`config.mk`:
```
export PLATFORM = sky130hd
export DESIGN_NAME = debug_in_flat
export DESIGN_NICKNAME = d
export VERILOG_FILES = /design/src/rtl/debug_pkg.sv /design/src/rtl/debug_in_if.sv /design/src/rtl/debounce.sv /design/src/rtl/debug_in.sv /design/src/flat_wrapper.sv
export SDC_FILE = /design/constraint.sdc
export NUM_CORES = 1
export LEC_CHECK = 0
export ABC_AREA = 1
export ABC_CLOCK_PERIOD_IN_PS = 3200
export BUFFER_PORTS_ARGS = -buffer_cell sky130_fd_sc_hd__buf_2
export CAP_MARGIN = 0
export CORE_MARGIN = 2
export CORE_UTILIZATION = 45
export DETAILED_ROUTE_END_ITERATION = 12
export SYNTH_ARGS = -nofsm -noshare
export SYNTH_HDL_FRONTEND = slang
export SYNTH_SLANG_ARGS = --single-unit
```
`constraint.sdc`:
```
create_clock -name clock -period 3.2 [get_ports clock]
set_input_delay 0.16 -clock clock [delete_from_list [all_inputs] [get_ports clock]]
set_output_delay 0.16 -clock clock [all_outputs]
set_load 0.1 [all_outputs]
```
`src/rtl/debug_pkg.sv`:
```
// debug_pkg: shared constants and types for the debug-harness input front end.
package debug_pkg;
   localparam int DBC_W = 16;
   localparam logic [1:0] DISP_TEST_LO   = 2'b00;
   localparam logic [1:0] DISP_TEST_HI   = 2'b01;
   localparam logic [1:0] DISP_PC        = 2'b10;
   localparam logic [1:0] DISP_CLK_COUNT = 2'b11;
   typedef enum logic {STEP_IDLE, STEP_FIRE} step_state_t;
endpackage

```
`src/rtl/debug_in_if.sv`:
```
// debug_in_if: raw buttons in, CPU step/display controls out.
interface debug_in_if;
   logic       btn_step;
   logic       btn_mode;
   logic       btn_run;
   logic       cpu_clock_en;
   logic [7:0] disp_clock_count;
   logic [1:0] disp_control;
   logic       run_mode;
   modport master (output btn_step, btn_mode, btn_run,
                   input  cpu_clock_en, disp_clock_count, disp_control, run_mode);
   modport slave  (input  btn_step, btn_mode, btn_run,
                   output cpu_clock_en, disp_clock_count, disp_control, run_mode);
endinterface

```
`src/rtl/debounce.sv`:
```
// debounce: 2-flop sync, stable-level debouncer and registered rising-edge press pulse.
module debounce
   import debug_pkg::*;
#(
   parameter int DEBOUNCE_CYCLES = 50000
)
(
   input  logic clock,
   input  logic reset,
   input  logic btn_i,
   output logic press_o
);
   localparam logic [DBC_W-1:0] LAST = DBC_W'(DEBOUNCE_CYCLES - 1);
   logic [1:0]       sync_q;
   logic             stable_q, stable_d, prev_q, press_q, diff, hit;
   logic [DBC_W-1:0] cnt_q, cnt_d;
   always_comb begin
      diff     = sync_q[1] ^ stable_q;
      hit      = diff && cnt_q == LAST;
      stable_d = hit ? sync_q[1] : stable_q;
      cnt_d    = (diff && !hit) ? cnt_q + 1'b1 : '0;
   end
   // press is registered one edge after the stable update so step latency is DEBOUNCE_CYCLES+4
   always_ff @(posedge clock or posedge reset)
      if (reset) begin
         sync_q   <= '0;
         stable_q <= 1'b0;
         prev_q   <= 1'b0;
         press_q  <= 1'b0;
         cnt_q    <= '0;
      end else begin
         sync_q   <= {sync_q[0], btn_i};
         stable_q <= stable_d;
         prev_q   <= stable_q;
         press_q  <= stable_q & ~prev_q;
         cnt_q    <= cnt_d;
      end
   assign press_o = press_q;
endmodule

```
`src/rtl/debug_in.sv`:
```
// debug_in: button front end producing CPU step enables, display select and clock count.
// Free-run mode and the run button exist only when DEBUG_IN_AUTORUN_EN is defined.
module debug_in
   import debug_pkg::*;
#(
   parameter int DEBOUNCE_CYCLES = 50000
)
(
   input logic       clock,
   input logic       reset,
   debug_in_if.slave dbg
);
   logic        step_p, mode_p, run_p, run_d;
   logic        run_q, en_q, en_d;
   step_state_t state_q, state_d;
   logic [1:0]  disp_q, disp_d;
   logic [7:0]  cnt_q;
   debounce #(.DEBOUNCE_CYCLES(DEBOUNCE_CYCLES)) u_step (
      .clock, .reset, .btn_i(dbg.btn_step), .press_o(step_p));
   debounce #(.DEBOUNCE_CYCLES(DEBOUNCE_CYCLES)) u_mode (
      .clock, .reset, .btn_i(dbg.btn_mode), .press_o(mode_p));
`ifdef DEBUG_IN_AUTORUN_EN
   debounce #(.DEBOUNCE_CYCLES(DEBOUNCE_CYCLES)) u_run (
      .clock, .reset, .btn_i(dbg.btn_run), .press_o(run_p));
   assign run_d = run_q ^ run_p;
`else
   logic unused_run;
   assign unused_run = dbg.btn_run;
   assign run_p      = 1'b0;
   assign run_d      = 1'b0;
`endif
   // a run press in the same cycle as a step press swallows the step
   always_comb begin
      state_d = (state_q == STEP_IDLE && step_p && !run_q && !run_p) ? STEP_FIRE : STEP_IDLE;
      disp_d  = disp_q + {1'b0, mode_p};
      en_d    = run_d || state_d == STEP_FIRE;
   end
   always_ff @(posedge clock or posedge reset)
      if (reset) begin
         state_q <= STEP_IDLE;
         run_q   <= 1'b0;
         en_q    <= 1'b0;
         disp_q  <= DISP_TEST_LO;
         cnt_q   <= '0;
      end else begin
         state_q <= state_d;
         run_q   <= run_d;
         en_q    <= en_d;
         disp_q  <= disp_d;
         cnt_q   <= cnt_q + {7'd0, en_q};
      end
   assign dbg.cpu_clock_en     = en_q;
   assign dbg.run_mode         = run_q;
   assign dbg.disp_control     = disp_q;
   assign dbg.disp_clock_count = cnt_q;
endmodule
```
`src/flat_wrapper.sv`:
```
// flat-port wrapper written by rule: the top's interface ports become plain ports
module debug_in_flat import debug_pkg::*;
#(
   parameter int DEBOUNCE_CYCLES = 50000
)
  (clock, reset, dbg_btn_step, dbg_btn_mode, dbg_btn_run, dbg_cpu_clock_en, dbg_disp_clock_count, dbg_disp_control, dbg_run_mode);
  debug_in_if dbg_i ();
  input logic clock;
  input logic reset;
  input wire logic [$bits(dbg_i.btn_step)-1:0] dbg_btn_step;
  input wire logic [$bits(dbg_i.btn_mode)-1:0] dbg_btn_mode;
  input wire logic [$bits(dbg_i.btn_run)-1:0] dbg_btn_run;
  output wire logic [$bits(dbg_i.cpu_clock_en)-1:0] dbg_cpu_clock_en;
  output wire logic [$bits(dbg_i.disp_clock_count)-1:0] dbg_disp_clock_count;
  output wire logic [$bits(dbg_i.disp_control)-1:0] dbg_disp_control;
  output wire logic [$bits(dbg_i.run_mode)-1:0] dbg_run_mode;
  assign dbg_i.btn_step = dbg_btn_step;
  assign dbg_i.btn_mode = dbg_btn_mode;
  assign dbg_i.btn_run = dbg_btn_run;
  assign dbg_cpu_clock_en = dbg_i.cpu_clock_en;
  assign dbg_disp_clock_count = dbg_i.disp_clock_count;
  assign dbg_disp_control = dbg_i.disp_control;
  assign dbg_run_mode = dbg_i.run_mode;
  debug_in #(.DEBOUNCE_CYCLES(DEBOUNCE_CYCLES)) u_core (.clock(clock), .reset(reset), .dbg(dbg_i));
endmodule
```
After elaboration in Yosys (flattened, before gate mapping). Index checks and enable logic that the tools add are counted.

Output and inout port bits: 12. Register bits: 53. Logic and storage cells: 36. Input port bits: 5.

Equality and inequality tests: 2. $add $sub $neg: 4. Mux-type cells: 3. Bitwise operators: 7. Reductions and logical operators: 7.

Operators with widths (number): $add A16 B1 Y16 const B (2); $eq A16 B16 Y1 const B (2); $mux W16 (2); $add A8 B1 Y8 (1); $logic_and A1 B1 Y1 (5); $not A1 Y1 (3); $add A2 B1 Y2 (1); $and A1 B1 Y1 (2); $logic_not A1 Y1 (2); $xor A1 B1 Y1 (2); $mux W1 (1).

Longest topological paths before layout.
Word-level depth: 5. Mapped depth: 8. Mapped depth without buffers: 8.

By module. From an unflattened synthesis, not the netlist that was laid out.

Cell total of the unflattened synthesis: 301. Area total of the unflattened synthesis: 2636.3 um^2.

By module, submodules not included: debounce (instances 2, area an instance 1084.8 um^2, cells an instance 127, sequential area each 525.5 um^2); debug_in (instances 1, area an instance 466.7 um^2, cells an instance 47, sequential area each 275.3 um^2).

Least setup slack after synthesis. OpenSTA, ideal clock, no wires.

Path type: register to register. From: reg, netlist name u_core.state_q. To: reg u_core.cnt_q[6], in the netlist u_core.dbg.disp_clock_count[6]. Setup time: 0.159 ns. Buffers on the path: 0. Cell stages (with the launch flop): 7. Arrival: 1.867 ns. Setup slack: 1.174 ns. Required time: 3.041 ns. Period minus slack after synthesis: 2.026 ns. Cells stage by stage: dfrtp_1 > ha_1 > ha_1 > inv_1 > nor2_1 > nand3_1 > xnor2_1.

RTL lines: to (signal assigned) (line debug_in.sv:50) `cnt_q <= cnt_q + {7'd0, en_q};`; to (decl) (line debug_in.sv:17) `logic [7:0] cnt_q;`.

Final worst setup path.
From: reg u_core.u_mode.cnt_q[0]. To: reg u_core.u_mode.cnt_q[15].

Cells in the longest elaborated chain, start to end: 5. Elaborated cells between the ends (all ways): 6. Those cells by class: add/sub (1); eq/ne (1); mux (1); reduce/logical (3).

RTL lines: from (decl) (line debounce.sv:16) `logic [DBC_W-1:0] cnt_q, cnt_d;`; from (signal assigned) (line debounce.sv:36) `cnt_q <= cnt_d;`; branches (longest 4 deep; another with $add A16 B1 Y16); $mux W16 * (line debounce.sv:21) `cnt_d = (diff && !hit) ? cnt_q + 1'b1 : '0;`; named net u_core.u_mode.cnt_d[15] (line debounce.sv:16).

Mark *: on every way through the listed nets, which the timed path passes. A chain may end at the register's enable or synchronous reset.

==> run summary <==
The number of hold buffers added after CTS is 3. The number of clock sinks seen by CTS came out at 53. The sort of element at the start of the critical path is a flip-flop. The total overflow left after global routing is 0. The maximum buffer depth of the clock tree is 2. Clock skew on the completed layout was measured at 0.007654 ns. The signal on the critical path passes through ha_1 -> nand3_4 -> nor2_2 -> nand2_2 -> nand2_4 -> nor2_1. In this run the tightest slew margin relative to its limit is 0.5927.

The most common cell after layout, fill and taps aside is nor2_1. The fraction of power consumed by sequential logic is 0.579. The count of input and output buffers is 14. The starting utilization of the core area came out at 0.4635.

The core area came out at 0.005507 sq mm. In this run the horizontal extent of the chip is 79.32 um. The placed wire-length estimate after detailed placement is between 3 and 4 mm. The setup fix buffers added after clock tree synthesis is 0. Leaving out fill and tap cells, the most frequent cells in the layout are nor2_1 (69), nand2_1 (63), dfrtp_1 (53).

The combined buffer and inverter count along the critical path is 0. The biggest cell delay along the critical path is 0.42 ns. The fraction of registers with async set/reset is 1.000. The share of total power dissipated in the clock network is 0.382. 17 I/O pins were placed. In this run the worst hold path is classified as reg2reg. Of the post-synthesis cell area, the dominant cell type holds 0.5196. The peak supply drop is 0.2088 mV. The average vias per placed instance came out at 4.813. The flip-flop and latch count after synthesis came out at 53. Subtracting the final worst setup slack from the clock period gives 1.478 ns.

The post-detailed-route count of antenna-violating nets came out at 0. The first detailed-routing pass took 4 iterations. The largest driver fanout on the critical path came out at 16. The cell sitting at the root of the clock tree is a clkbuf_8. The latest clock arrival within the worst-skew pair came out at around 0.31 ns. After synthesis, the mean cell area works out to 8.594 sq um. At the end of the flow the core is filled with cells to 0.5128. The clock tree from TritonCTS is built. The maximum clock frequency is 0.6767 GHz.

The number of enable-type register cells in the synthesized netlist came out at 0. The total power is 1.186 mW. The number of fillers in the final layout is approximately 560. The count of standard-cell rows came out at 27. The count of antenna diodes in the layout is 0. The net switching fraction of the power came out at 0.2219.

The ratio of total power to cell area came out at between 400 and 500 mW/mm^2. The flow ran to the end, and the final reports show no timing, DRC or antenna violations. From bottom edge to top edge, the die measures 79.32 um. The endpoint required time on the critical path came out at 3.39 ns. Of all cell types, the one taking the most synthesized area is dfrtp_1.

In the post-synthesis netlist, the biggest area contributors are dfrtp_1 (52%), nor2_1 (10%), nand2_1 (9.3%), xor2_1 (5.5%), inv_1 (4.3%). The post-synth net total is about 300. Summed over all nets, the switching power comes to approximately 0.26 mW. For this block, the initial DRC count from the detailed router was 74. STA classifies the critical path endpoint as a flip-flop.

The congestion estimate from routability-driven global placement came to 0.8272. The count of pins over their slew limit came out at 0. In the global route stage, overall resource usage came out at 0.1600.

The share of the Yosys chip area taken by registers is 0.5196. The mapped netlist covers about 0.0026 sq mm. Setup repair after global routing left no endpoint under its margin. The count of maximum capacitance violations is 0. The remaining routing DRC violations came out at 0. On the critical path, the stage with the largest delay is an instance of dfrtp_1. Cell internal power was estimated by the tool at 0.9227 mW. The share of cells above drive strength 1 is 0.1129. The number of global-route vias before repair is 1,736. The most common flop cell mapped by yosys is dfrtp_1. The number of buffers created by CTS came out at 5.

The share of total power dissipated in combinational logic is 0.038. The area overhead of the layout relative to synthesis came out at 10.64%. Entering global routing, the biggest net connects 30 pins. The transition time at the pin with the least slew margin came out at 0.6100 ns.

The final critical-path setup slack is 1.722 ns. The final number of hold-violating endpoints came out at 0. The standby leakage power came out at 1.250 nW.

The setup path with the least slack is of type reg2reg. For the worst setup path, the data arrival time is about 1.7 ns. Clock-pin slew was measured on the worst setup and hold paths at 0.10 ns. The number of different library cells used by synthesis comes to 22. The ratio of final minimum period to clock period is 0.4618. The initial antenna violation count is 0.

Setup total negative slack on the finished layout was measured at 0 ns. The wire length of the first global-routing pass came out at 7.879 mm. The count of cells resized by post-cts repair came out at 0. The cell count after synthesis is 297.

The post-layout net count came out at between 300 and 400. The average detailed-routed wire length per instance came out at 11.17 um. The area of the die is 0.006291 sq mm. The worst slack at placement came out at 1.727 ns. Among cell families on the critical path, the largest total delay comes from simple AND/OR/NAND/NOR gates.

The total via count in the routed design is 1,882. The count of yosys warnings during synthesis is 0. The clock tree synthesis step divided the H-tree into 2 levels. Setup violations remaining at the end of the flow were counted as 0.

The overall routed net length came out at 4.366 mm.
==> kinds of logic after synthesis <==
kind of cell	Yosys count	share of synthesized area
AND/OR/NAND/NOR	176	0.3054
flip-flops	53	0.5196
buffers and inverters	32	0.05588
XOR/XNOR	22	0.07549
AO/OA/AOI/OAI	8	0.01765
adder cells (fa/ha/maj)	5	0.02451
other	1	0.001469
==> layout make-up <==
type / count / area [sq um] / area share
Inverter: 29 / 108.9 / 0.03855
Sequential cell: 53 / 1326 / 0.4696
Clock inverter: 2 / 38.79 / 0.01374
Timing Repair Buffer: 18 / 107.6 / 0.03810
Clock buffer: 5 / 68.82 / 0.02437
Multi-Input combinational cell: 212 / 1084 / 0.3837
Tap cell: 72 / 90.09 / 0.03190
==> sequential cells by signal, summed over array words and instances, names as in the netlist <==
register / count
u_core.u_mode.press_o: 1
u_core.u_step.stable_q: 1
u_core.dbg.disp_clock_count: 8
u_core.u_mode.cnt_q: 16
u_core.u_step.sync_q: 2
u_core.dbg.disp_control: 2
u_core.state_q: 1
u_core.u_step.prev_q: 1
u_core.u_step.press_o: 1
u_core.u_mode.stable_q: 1
u_core.u_mode.sync_q: 2
u_core.u_step.cnt_q: 16
u_core.u_mode.prev_q: 1
==> worst reg2reg max path, stage by stage, from the launching register on <==
cell     delay (ns)
dfrtp_1        0.42
ha_1           0.28
nand3_4        0.15
nor2_2         0.17
nand2_2        0.09
nand2_4        0.18
nor2_1         0.08
==> path summary, 6_finish.rpt <==
| check | startpoint | end | slack, ns | cells past startpoint |
|---|---|---|---|---|
| min in group asynchronous | reset | u_core.dbg.disp_clock_count[4] | 0.46 | 3 |
| max in group asynchronous | reset | u_core.u_step.cnt_q[5] | 1.98 | 4 |
| setup reg to reg | u_core.u_mode.cnt_q[0] | u_core.u_mode.cnt_q[15] | 1.72 | 6 |
| setup / recovery | u_core.u_mode.cnt_q[0] | u_core.u_mode.cnt_q[15] | 1.72 | 6 |
| hold / removal | u_core.u_mode.sync_q[0] | u_core.u_mode.sync_q[1] | 0.36 | 0 |
| hold reg to reg | u_core.u_mode.sync_q[0] | u_core.u_mode.sync_q[1] | 0.36 | 0 |
==> per-layer routing <==
| metal | wire (um) | share of wire | global-route usage | vias up |
|---|---|---|---|---|
| met5 | 0 | 0 | 0 | - |
| li1 | - | - | - | 968 |
| met4 | 68 | 0.016 | 0.06207 | 0 |
| met2 | 1945 | 0.45 | 0.2381 | 32 |
| met3 | 131 | 0.030 | 0.03409 | 6 |
| met1 | 2221 | 0.51 | 0.2287 | 876 |
==> cells in the mapped netlist (2+ instances only) <==
| cell | instances |
|---|---|
| nor2_1 | 69 |
| nand2_1 | 63 |
| dfrtp_1 | 53 |
| inv_1 | 29 |
| nand4_1 | 16 |
| xor2_1 | 16 |
| nand3_1 | 14 |
| nor2_2 | 6 |
| xnor2_1 | 6 |
| ha_1 | 5 |
| o21ai_0 | 4 |
| nand2_2 | 3 |
| nand2_4 | 2 |
| o21ai_1 | 2 |
| o21bai_1 | 2 |
==> power groups by stage <==
| stage | combinational [mW] | clock [mW] | sequential (mW) |
|---|---|---|---|
| CTS | 0.0475 | 0.474 | 0.687 |
| finish | 0.0455 | 0.453 | 0.687 |
| detailed placement | 0.0447 | 0 | 0.700 |
| global route | 0.0530 | 0.496 | 0.689 |
| global placement | 0.0446 | 0 | 0.700 |
| floorplan | 0.0382 | 0 | 0.699 |
==> stage by stage <==
| step | instances | hold slack, ns | cell area (sq um) |
|---|---|---|---|
| 3_3_place_gp | 381 | 0.2678 | 2686 |
| 2_1_floorplan | 297 | 0.1914 | 2552 |
| 4_1_cts | 391 | 0.3596 | 2824 |
| 5_1_grt | 391 | 0.3830 | 2824 |
| 3_5_place_dp | 381 | 0.2693 | 2686 |
| 6_report | 391 | 0.3559 | 2824 |
No activity file was read; power rests on OpenSTA's default activity.
